### config.mk
export PLATFORM = sky130hd
export DESIGN_NAME = mux_hold_bank
export DESIGN_NICKNAME = d
export VERILOG_FILES = /design/src/rtl/mux_hold_bank.sv
export SDC_FILE = /design/constraint.sdc
export NUM_CORES = 1
export LEC_CHECK = 0
export BUFFER_PORTS_ARGS = -buffer_cell sky130_fd_sc_hd__buf_2
export CELL_PAD_IN_SITES_DETAIL_PLACEMENT = 0
export CELL_PAD_IN_SITES_GLOBAL_PLACEMENT = 1
export CORE_ASPECT_RATIO = 1.2
export CORE_MARGIN = 3
export CORE_UTILIZATION = 27
export DETAILED_ROUTE_END_ITERATION = 16
export GPL_TIMING_DRIVEN = 0
export HOLD_SLACK_MARGIN = 0.02
export PLACE_DENSITY_LB_ADDON = 0.1
export SYNTH_ARGS = -nofsm -noshare
export SYNTH_HDL_FRONTEND = slang
export SYNTH_SLANG_ARGS = --single-unit
### constraint.sdc
create_clock -name CLK -period 1 [get_ports CLK]
set_input_delay 0.1 -clock CLK [delete_from_list [all_inputs] [get_ports CLK]]
set_output_delay 0.1 -clock CLK [all_outputs]
set_load 0.02 [all_outputs]
### src/rtl/mux_hold_bank.sv
// ---------------------------------------------------------------------------
// mux_hold_bank
//
// Purpose:
//   Registers a bank of packed input channels, a channel select and a load
//   enable.  On a load, it copies the selected channel into a held output
//   register.  The pin-to-out latency is exactly two cycles: the S1 input
//   stage, then the output register.
//   EDGE_MODE selects how loads happen:
//     0 : out follows the selected channel on every cycle that le is high.
//     1 : out captures once per rising edge of le.
//   An out-of-range select never loads.  Instead it raises sel_err.
//
// Optional feature:
//   Define MUX_HOLD_BANK_CAPCNT_EN to build the saturating capture counter.
//   Without it, cap_cnt is tied to zero and no counter flops exist.
//
// Parameters:
//   WIDTH     data bits per channel (>= 1)
//   CHANNELS  number of input channels (2..16)
//   SEL_W     select width, CHANNELS <= 2**SEL_W
//   EDGE_MODE 0 = level-enable hold, 1 = rising-edge capture
//   CNT_W     capture counter width
//
// Ports:
//   CLK      in   sole clock, rising edge
//   RSTn     in   synchronous active-low reset
//   idata    in   CHANNELS*WIDTH packed channels, channel k at [k*WIDTH +: WIDTH]
//   sel      in   channel select
//   le       in   load enable
//   out      out  held data (registered)
//   sel_err  out  last sampled select was out of range (registered)
//   upd      out  one-cycle pulse: out was loaded (registered)
//   cap_cnt  out  saturating count of loads (zero unless the counter is built)
// ---------------------------------------------------------------------------
module mux_hold_bank #(
    parameter int WIDTH     = 2,
    parameter int CHANNELS  = 3,
    parameter int SEL_W     = 2,
    parameter int EDGE_MODE = 0,
    parameter int CNT_W     = 8
) (
    input  logic                      CLK,
    input  logic                      RSTn,
    input  logic [CHANNELS*WIDTH-1:0] idata,
    input  logic [SEL_W-1:0]          sel,
    input  logic                      le,
    output logic [WIDTH-1:0]          out,
    output logic                      sel_err,
    output logic                      upd,
    output logic [CNT_W-1:0]          cap_cnt
);

    localparam int             NSLOT  = 2 ** SEL_W;
    localparam logic [SEL_W:0] CH_LIM = (SEL_W + 1)'(CHANNELS);

    // S1 input stage
    logic [CHANNELS*WIDTH-1:0] s1_data_q, s1_data_d;
    logic [SEL_W-1:0]          s1_sel_q, s1_sel_d;
    logic                      s1_le_q, s1_le_d;
    // le as it was one cycle before the current S1 value (edge detection)
    logic                      prev_le_q, prev_le_d;
    // output stage
    logic [WIDTH-1:0]          out_q, out_d;
    logic                      sel_err_q, sel_err_d;
    logic                      upd_q, upd_d;

    logic [WIDTH-1:0]          ch_s [NSLOT];
    logic [WIDTH-1:0]          mux_s;
    logic                      sel_valid_s;
    logic                      load_s;

    // Pad unused select codes with zero, so the mux never reads outside idata
    // and never produces X.
    for (genvar g = 0; g < NSLOT; g++) begin : g_ch
        if (g < CHANNELS) begin : g_live
            assign ch_s[g] = s1_data_q[g*WIDTH +: WIDTH];
        end else begin : g_pad
            assign ch_s[g] = {WIDTH{1'b0}};
        end
    end

    // S1 samples the pins every cycle with no enable
    always_comb begin
        s1_data_d = idata;
        s1_sel_d  = sel;
        s1_le_d   = le;
    end

    // Select decode, load qualification and next output state
    always_comb begin
        mux_s       = ch_s[s1_sel_q];
        sel_valid_s = ({1'b0, s1_sel_q} < CH_LIM);
        prev_le_d   = s1_le_q;
        if (EDGE_MODE != 0) begin
            load_s = s1_le_q & ~prev_le_q;
        end else begin
            load_s = s1_le_q;
        end
        // sel_err tracks S1.sel every cycle, independent of le
        sel_err_d = ~sel_valid_s;
        if (load_s && sel_valid_s) begin
            out_d = mux_s;
            upd_d = 1'b1;
        end else begin
            out_d = out_q;
            upd_d = 1'b0;
        end
    end

    // State registers with synchronous active-low reset
    always_ff @(posedge CLK) begin
        if (!RSTn) begin
            s1_data_q <= {(CHANNELS*WIDTH){1'b0}};
            s1_sel_q  <= {SEL_W{1'b0}};
            s1_le_q   <= 1'b0;
            prev_le_q <= 1'b0;
            out_q     <= {WIDTH{1'b0}};
            sel_err_q <= 1'b0;
            upd_q     <= 1'b0;
        end else begin
            s1_data_q <= s1_data_d;
            s1_sel_q  <= s1_sel_d;
            s1_le_q   <= s1_le_d;
            prev_le_q <= prev_le_d;
            out_q     <= out_d;
            sel_err_q <= sel_err_d;
            upd_q     <= upd_d;
        end
    end

`ifdef MUX_HOLD_BANK_CAPCNT_EN
    logic [CNT_W-1:0] cap_cnt_q, cap_cnt_d;

    // The counter steps on the same edge that raises upd, so it always
    // equals the number of upd pulses seen so far.  It stops at all-ones.
    always_comb begin
        if (upd_d && (cap_cnt_q != {CNT_W{1'b1}})) begin
            cap_cnt_d = cap_cnt_q + CNT_W'(1);
        end else begin
            cap_cnt_d = cap_cnt_q;
        end
    end

    // Capture counter register
    always_ff @(posedge CLK) begin
        if (!RSTn) begin
            cap_cnt_q <= {CNT_W{1'b0}};
        end else begin
            cap_cnt_q <= cap_cnt_d;
        end
    end

    assign cap_cnt = cap_cnt_q;
`else
    assign cap_cnt = {CNT_W{1'b0}};
`endif

    assign out     = out_q;
    assign sel_err = sel_err_q;
    assign upd     = upd_q;

endmodule

Word-level counts from Yosys, hierarchy flattened
Index checks and enable logic that the tools add are counted.
- bitwise logic cells: 2
- eq/ne operators: 0
- multiply operators: 0
- reduce and logical (&&, ||, !) cells: 1
- muxes and demuxes: 4
- $add $sub $neg: 0
- order comparisons: 2
- shift-type cells: 0
- div/mod/pow operators: 0
- operator list (operator ; count):
    binary-select mux 2 bit (select 2 bit) ; 1
    two-way mux 2 bit ; 2
    >= comparator 3 bit, second input constant ; 1
    NOT 2 -> 3 bit ; 1
    less-than comparator 2 bit, second input constant ; 1
    logical AND 1 bit ; 1
    two-way mux 1 bit ; 1
    NOT 1 bit ; 1
- output and inout port bits: 12
- bits in writable memories: 0
- bits of input ports: 11
- flip-flop bits (word level): 13
- memories: 0
- ROM bits: 0
- bits in latches: 0

Depth between registers and ports, before layout
Gate-level depths: netlist of the first run.
- depth after elaboration: 4
- mapped depth: 3

Least setup slack after synthesis of the first run
OpenSTA, ideal clock, no wires.
- kind: register to register
- start point: register s1_sel_q[1]
- end point: register out_q[0] (netlist: out[0])
- data required time: 883 ps
- clock period less this slack: 962 ps
- stages on the path, launching flop included: 4
- arrival time: 845 ps
- setup slack: 38 ps
- cells stage by stage: dfxtp_1 mux2_1 o22ai_1 nor2_1
- cells in the longest elaborated chain, start to end: 4
- elaborated cells on any way between the ends: 6
- those cells by class: order compare: 1; mux: 3; bitwise: 1; reduce/logical: 1
- ends and longest elaborated chain (item ; line ; text):
    from (decl) ; 59 ; logic [SEL_W-1:0] s1_sel_q, s1_sel_d;
    from (signal assigned) ; 115 ; s1_sel_q <= {SEL_W{1'b0}};
    from (signal assigned) ; 123 ; s1_sel_q <= s1_sel_d;
    NOT 2 -> 3 bit (not written as such) ; 92 ; mux_s = ch_s[s1_sel_q];
    binary-select mux 2 bit (select 2 bit) ; 92 ;
    two-way mux 2 bit (not written as such) (2 in series) ; 92 ;
    to (signal assigned) ; 118 ; out_q <= {WIDTH{1'b0}};
    to (signal assigned) ; 126 ; out_q <= out_d;
    to (decl) ; 64 ; logic [WIDTH-1:0] out_q, out_d;
Parallel ways exist; a longest one is shown, timed or not. The select of a mux whose other input is x is not followed.
A chain may end at the register's enable or synchronous reset.

Worst setup path in the final report of the first run
- start point: register s1_sel_q[1]
- end point: register out_q[1] (netlist: out[1])
The elaborated chain is that of the path after synthesis.

==> flow_summary.ini, run 1 <==
[placement]
gp_congestion = 0.644
dp_hpwl_um = 604
port_buffers = 14

[pwr]
ir_worst_vdd_mv = 0.578
p_leak_nw = 0.335
powerDensity_nw_per_um2 = 1510
p_total_mw = 1.02

[critical_path]
cp-end-kind = flip-flop
criticalPathCategory = reg -> reg
crit_family = flip-flops
timing.critical_path.buf_inv = 0
critical_path.slowest_cell = dfxtp_4
path_cells = mux2_4 -> o22ai_2 -> nor2_1
cp_max_fo = 5
cpPeakStageDelay_ns = 0.38
crit_arrival_ns = 1.13
cp-start-kind = flip-flop
cp.required_ns = 1.17

[yosys]
synth-seq-cells = 13
ys.flop_type = dfxtp_1
synth_edf_count = 0
synth.largest_area_cell = dfxtp_1
synth_commonest_cells = dfxtp_1, and2_1, buf_4
netlist.area_leader.share_pct = 54.5
syn-cell-area_um2 = 478
synth_most_common_cell = dfxtp_1
synthDistinctLibCells = 13
synth_area_leaders = dfxtp_1, and2_1, buf_4
syn_inst = 45
ys_async_sr_fraction_pct = 0
synth.avg_cell_area_um2 = 10.6
ys_seq_area_share_pct = 54.5
synth_warnings = 0

[flow_run]
maxCapViolCount = 0

[clock_network]
h-tree-depth = 1
cts-root-buf = clkbuf_4
clkTransAtPathRegs_ns = 0.08
cts_buffer_depth = 2
tritoncts = built
cts_num_sinks = 13
insertion_delay_ns = 0.27
numCtsBuffers = 3

[routing]
drtPass1Iterations = 2
via_count = 341
drt_iter0_drc = 3
drtAntennaViolNets = 0
drc_errors = 0
wirelength_um = 778
via_per_inst = 3.75
routedWlPerCell_um = 8.55

[grt]
grt_use_total_pct = 7.51
grt_pass1_wl_mm = 1.19
grt_pass1_vias = 341
antenna_found_initial = 0
overflow = 0
grt_max_degree = 11

[timing]
final-hold-violation-count = 0
whs_ns = 0.0323
fin_crit_sh_pct = 96.1
setup_viol = 0
rsz0062_at_grt = false
skew_ns = 0.00316
fmax_mhz = 1040
final_max_slew_viol_count = 0
min_period_ns = 0.961

[floorplan]
die_h_um = 52.1
num_rows = 16
core_area_um2 = 1660
dieArea_um2 = 2310
fp.dieW_um = 44.4
start_util_pct = 28.8
io_pins = 23

[cells_and_area]
drive_gt1_share_pct = 45.2
area_growth_pct = 41.6
fillers = 177
final_nets = 85
n_antenna_cell = 0

[worst_hold_path]
hold_path_class = in -> reg

[status]
outcome = finished clean
## cell usage in the layout (no fill, tap or decap), drive strengths merged, types with 2 or more instances in the layout
master	netlist	routed
dlygate4sd3	0	3
mux2	2	2
buf	8	22
o21ai	2	2
and2	10	10
dfxtp	13	13
conb	1	8
nor2	2	2
o22ai	2	2
clkbuf	1	5
## worst register-to-register path, delay by kind of cell (launching register included)
| kind | cells | cell delay [ns] |
|---|---|---|
| multiplexers | 1 | 0.31 |
| AO/OA/AOI/OAI | 1 | 0.12 |
| AND/OR/NAND/NOR | 1 | 0.06 |
| flip-flops | 1 | 0.38 |
## power by group
part	switching [mW]	total, mW	internal (mW)
registers	0.0143	0.558	0.544
logic	0.0683	0.150	0.0814
clock network	0.159	0.313	0.154
total	0.241	1.02	0.779
## metal layers
metal | share of wire, % | vias up | global-route usage (%)
met4 | 0 | 0 | 6.03
met3 | 9.0 | 0 | 3.46
met1 | 40 | 143 | 6.29
li1 | - | 184 | -
met5 | 0 | - | 0
met2 | 51 | 14 | 13.1
## final timing paths
path	to	startpoint	cells past startpoint	slack, ns
setup / recovery	out[1]	s1_sel_q[1]	3	0.04
hold / removal	s1_sel_q[1]	sel[1]	2	0.03
setup reg to reg	out[1]	s1_sel_q[1]	3	0.04
hold reg to reg	out[1]	s1_data_q[3]	2	0.49
## what timing repair did
item,4_1_cts,5_1_grt
hold buffers,3,0
gates resized for setup,2,5
setup buffers,0,0
hold endpoints to repair,3,0
pin swaps,0,1
endpoints found under the setup margin,2,2
cloned,0,0
## registers in the layout, summed over array words and instances (netlist names)
name       count
s1_data_q      6
load_s         1
sel_err        1
out            2
upd            1
s1_sel_q       2
## cell type report
cell class,instances,area [µm²],area share (%)
buffer,9,63.8,9.43
clock buffer,4,26.3,3.88
multi-input combinational,30,200,29.6
sequential,13,264,39.0
tap,18,22.5,3.33
timing repair buffer,17,100,14.8
## metrics by stage
step	TNS (ns)	util, %	area [µm²]	worst slack, ns	cells
finish	0	40.7	677	0.0387	91
global route	0	40.7	677	0.00499	91
CTS	0	39.5	657	0.00231	91
detailed placement	-0.113	35.9	597	-0.0695	84
global placement	-0.119	35.9	597	-0.0776	84
floorplan	0	-	504	0.0381	52
## cell families after synthesis
group,after synthesis,share of synthesized area (%)
other cells,1,0.785
simple gates,15,19.6
buf+inv,9,13.4
mux,2,4.71
compound gates,5,7.07
flops,13,54.5
(Power assumes the default switching activity.)
==> run 2: changes to the inputs <==
- CORE_UTILIZATION: 27 -> 30
- clock period: 1 -> 0.9 ns (I/O delays scaled with it)
==> flow_summary.ini, run 2 (same netlist as run 1, synthesis figures left out) <==
[floorplan]
num_rows = 15
dieArea_um2 = 2110
die_h_um = 49.7
io_pins = 23
start_util_pct = 32.6
core_area_um2 = 1460
fp.dieW_um = 42.4

[timing]
layout_setup_ws_ns = -0.0293
fin_setup_tns_ns = -0.0352
min_period_ns = 0.929
fin_crit_sh_pct = 103
skew_ns = 0.00211
fmax_mhz = 1080
whs_ns = 0.0290
setup_viol = 2
final-hold-violation-count = 0
rsz0062_at_grt = true
final_max_slew_viol_count = 0

[placement]
port_buffers = 14
place_ws_ns = -0.0397
dp.cells = 83
postPlaceCellArea_um2 = 607
gp_congestion = 0.613

[clock_network]
numCtsBuffers = 3
h-tree-depth = 1
cts_num_sinks = 13
clkTransAtPathRegs_ns = 0.08
tritoncts = built
insertion_delay_ns = 0.28
cts_buffer_depth = 2
cts-root-buf = clkbuf_4

[routing]
drtPass1Iterations = 2
drtAntennaViolNets = 0
via_per_inst = 3.95
routedWlPerCell_um = 8.41
via_count = 379
drt_iter0_drc = 2
wirelength_um = 807
drc_errors = 0

[cells_and_area]
regArea_um2 = 267
post-route-util_pct = 51.3
multiInputGateArea_um2 = 210
regMostFlops = s1_data_q
final_area_um2 = 751
largest_reg_flops = 6
final_cells = 96
fillers = 144
mostFrequentLayoutCell = buf_2
final_nets = 91
n_antenna_cell = 0
mostFrequentLayoutCells = buf_2, buf_4, and2_1, dfxtp_1
drive_gt1_share_pct = 45.6
area_growth_pct = 57.1

[critical_path]
cp-end-kind = flip-flop
criticalPathCategory = reg -> reg
cp.required_ns = 1.07
ff2ff_path_depth = 3
cp-start-kind = flip-flop
cp_max_fo = 4
crit_arrival_ns = 1.10

[grt]
grt_use_total_pct = 9.10
antenna_found_initial = 0
grt_pass1_vias = 376
grt_max_degree = 11
overflow = 0
grt_pass1_wl_mm = 1.43

[worst_hold_path]
hold_depth = 2
hold_path_class = in -> reg

[pwr]
ir_worst_vdd_mv = 0.703
p_total_mw = 1.17
powerDensity_nw_per_um2 = 1560
p_leak_nw = 0.367

[flow_run]
maxCapViolCount = 0

[status]
violations = setup timing
outcome = complete, but fails checks
run 2: cell types whose count changed in the layout (fill, tap and decap cells not counted), sizes merged:
| cell | previous run | this run |
|---|---|---|
| buf | 22 | 23 |
| dlygate4sd3 | 3 | 8 |
run 2: worst max-delay path: stages, from the launching register on:
cell and delay, ns:
dfxtp_4 0.37, mux2_4 0.30, o22ai_2 0.11, nor2_1 0.05
run 2: what timing repair did:
item,in CTS,in global routing
endpoints found under the setup margin,2,5
hold endpoints to repair,8,0
gates resized for setup,6,2
hold buffers,8,0
setup buffers,1,0
pin swaps,4,1
run 2: path summary, 6_finish.rpt:
kind | from | to | slack (ns)
worst max-delay path | s1_sel_q[1] | out[1] | -0.03
worst min-delay path | idata[4] | s1_data_q[4] | 0.03
worst max register to register | s1_sel_q[1] | out[1] | -0.03
worst min register to register | s1_data_q[2] | out[0] | 0.52
run 2: area by class of cell:
cell class              instances  share of cell area [%]
clock buffers                   4                    3.50
multi-input cells              30                    28.0
well taps                      17                    2.83
repair buffers                 23                    21.7
plain buffers                   9                    8.50
flip-flops and latches         13                    35.5
run 2: where the power goes:
part,internal [mW],switching [mW]
sequential,0.605,0.0158
clock,0.172,0.184
combinational,0.114,0.0812
total,0.891,0.281
run 2: metal layers:
| layer | up-vias | wire length [µm] | track usage (%) |
|---|---|---|---|
| met1 | 161 | 285 | 9.23 |
| met3 | 2 | 90 | 2.55 |
| met2 | 21 | 415 | 15.0 |
| met5 | - | 0 | 0 |
| met4 | 0 | 15 | 7.77 |
| li1 | 195 | - | - |
==> run 3: changes to the inputs <==
- SETUP_SLACK_MARGIN: not set -> 0.5
==> flow_summary.ini, run 3 (same netlist as run 1, synthesis figures left out) <==
[status]
outcome = complete, but fails checks
violations = setup timing

[timing]
fin_crit_sh_pct = 101
min_period_ns = 0.908
skew_ns = 0.00211
final-hold-violation-count = 0
setup_viol = 2
layout_setup_ws_ns = -0.00815
final_max_slew_viol_count = 0
rsz0062_at_grt = true
fmax_mhz = 1100

[clock_network]
cts_buffer_depth = 2
cts_num_sinks = 13
cts-root-buf = clkbuf_4
numCtsBuffers = 3
clkTransAtPathRegs_ns = 0.07
tritoncts = built
h-tree-depth = 1
insertion_delay_ns = 0.27

[cells_and_area]
regArea_um2 = 282
fillers = 144
final_nets = 85
largest_reg_flops = 6
drive_gt1_share_pct = 58.9
area_growth_pct = 54.5
final_area_um2 = 738
multiInputGateArea_um2 = 214
regMostFlops = s1_data_q
n_antenna_cell = 0
mostFrequentLayoutCells = and2_1, buf_4, buf_2

[placement]
place_ws_ns = -0.0351
postPlaceCellArea_um2 = 632
port_buffers = 14
gp_congestion = 0.604

[critical_path]
worstSetupEndpoint = out[1]
cp-end-kind = flip-flop
criticalPathCategory = reg -> reg
critical_path.startpoint = s1_sel_q[1]
crit_arrival_ns = 1.07
worstReg2RegStart = s1_sel_q[1]
cp-start-kind = flip-flop
timing.rr.end = out[1]
ff2ff_path_depth = 3
cp.required_ns = 1.06
regToRegSetupSlack_ns = -0.008
cp_max_fo = 4

[floorplan]
io_pins = 23
num_rows = 15
start_util_pct = 32.6
fp.dieW_um = 42.4
dieArea_um2 = 2110
die_h_um = 49.7
core_area_um2 = 1460

[routing]
routedWlPerCell_um = 7.69
drtAntennaViolNets = 0
via_per_inst = 3.78
wirelength_um = 692
drtPass1Iterations = 1
drc_errors = 0
drt_iter0_drc = 0
via_count = 340

[worst_hold_path]
hold_path_class = in -> reg
min-delay-start = sel[1]
hold_depth = 2

[flow_run]
maxCapViolCount = 0

[grt]
antenna_found_initial = 0
grt_pass1_wl_mm = 1.17
grt_pass1_vias = 308
grt_max_degree = 11
grt_use_total_pct = 7.38
overflow = 0

[pwr]
powerDensity_nw_per_um2 = 1560
p_leak_nw = 0.356
ir_worst_vdd_mv = 0.742
run 3: cell types whose count changed in the layout (fill, tap and decap cells not counted), sizes merged:
| cell | change |
|---|---|
| buf | +2 |
| dlygate4sd3 | -8 |
run 3: final cells by class:
type | instances | share of cell area [%]
buffer | 9 | 10.0
timing repair buffer | 17 | 16.4
tap | 17 | 2.88
multi-input combinational | 30 | 29.0
clock buffer | 4 | 3.56
sequential | 13 | 38.1
run 3: critical path: stages, from the launching register on:
cell	delay (ns)
dfxtp_4	0.38
mux2_4	0.30
o22ai_2	0.08
nor2_1	0.05
run 3: through the flow:
step	hold slack (ns)	setup TNS (ns)	total power, mW	util [%]	instances
finish	0.0229	-0.0129	1.15	50.4	90
global route	0.0146	-0.0893	1.21	50.4	90
CTS	0.0136	-0.0346	1.16	49.4	89
detailed placement	0.300	-0.0700	0.779	43.2	83
global placement	0.300	-0.0712	0.779	43.2	83
floorplan	0.212	-0.00833	0.741	-	52
run 3: layer usage:
metal	track usage, %	wire length, µm	part of all wire, %	vias up
met3	2.19	72	10	0
met5	0	0	0	-
met2	10.9	355	51	16
li1	-	-	-	184
met1	8.52	264	38	140
met4	6.22	0	0	0
run 3: how the worst min path moves through the flow:
stage / endpoint / slack (ns)
finish: s1_sel_q[1] / 0.02
CTS: s1_sel_q[1] / 0.01
global placement: s1_sel_q[1] / 0.30
floorplan: s1_data_q[2] / 0.21
global route: load_s / 0.01
detailed placement: load_s / 0.30
run 3: power breakdown:
part	total (mW)	internal [mW]	switching, mW
Combinational	0.190	0.111	0.0787
Sequential	0.616	0.599	0.0171
Clock	0.343	0.171	0.172
run 3: what timing repair did:
item | 4_1_cts | 5_1_grt
hold endpoints to repair | 6 | 2
setup buffers | 2 | 1
pin swaps | 4 | 2
gates resized for setup | 14 | 2
endpoints found under the setup margin | 8 | 8
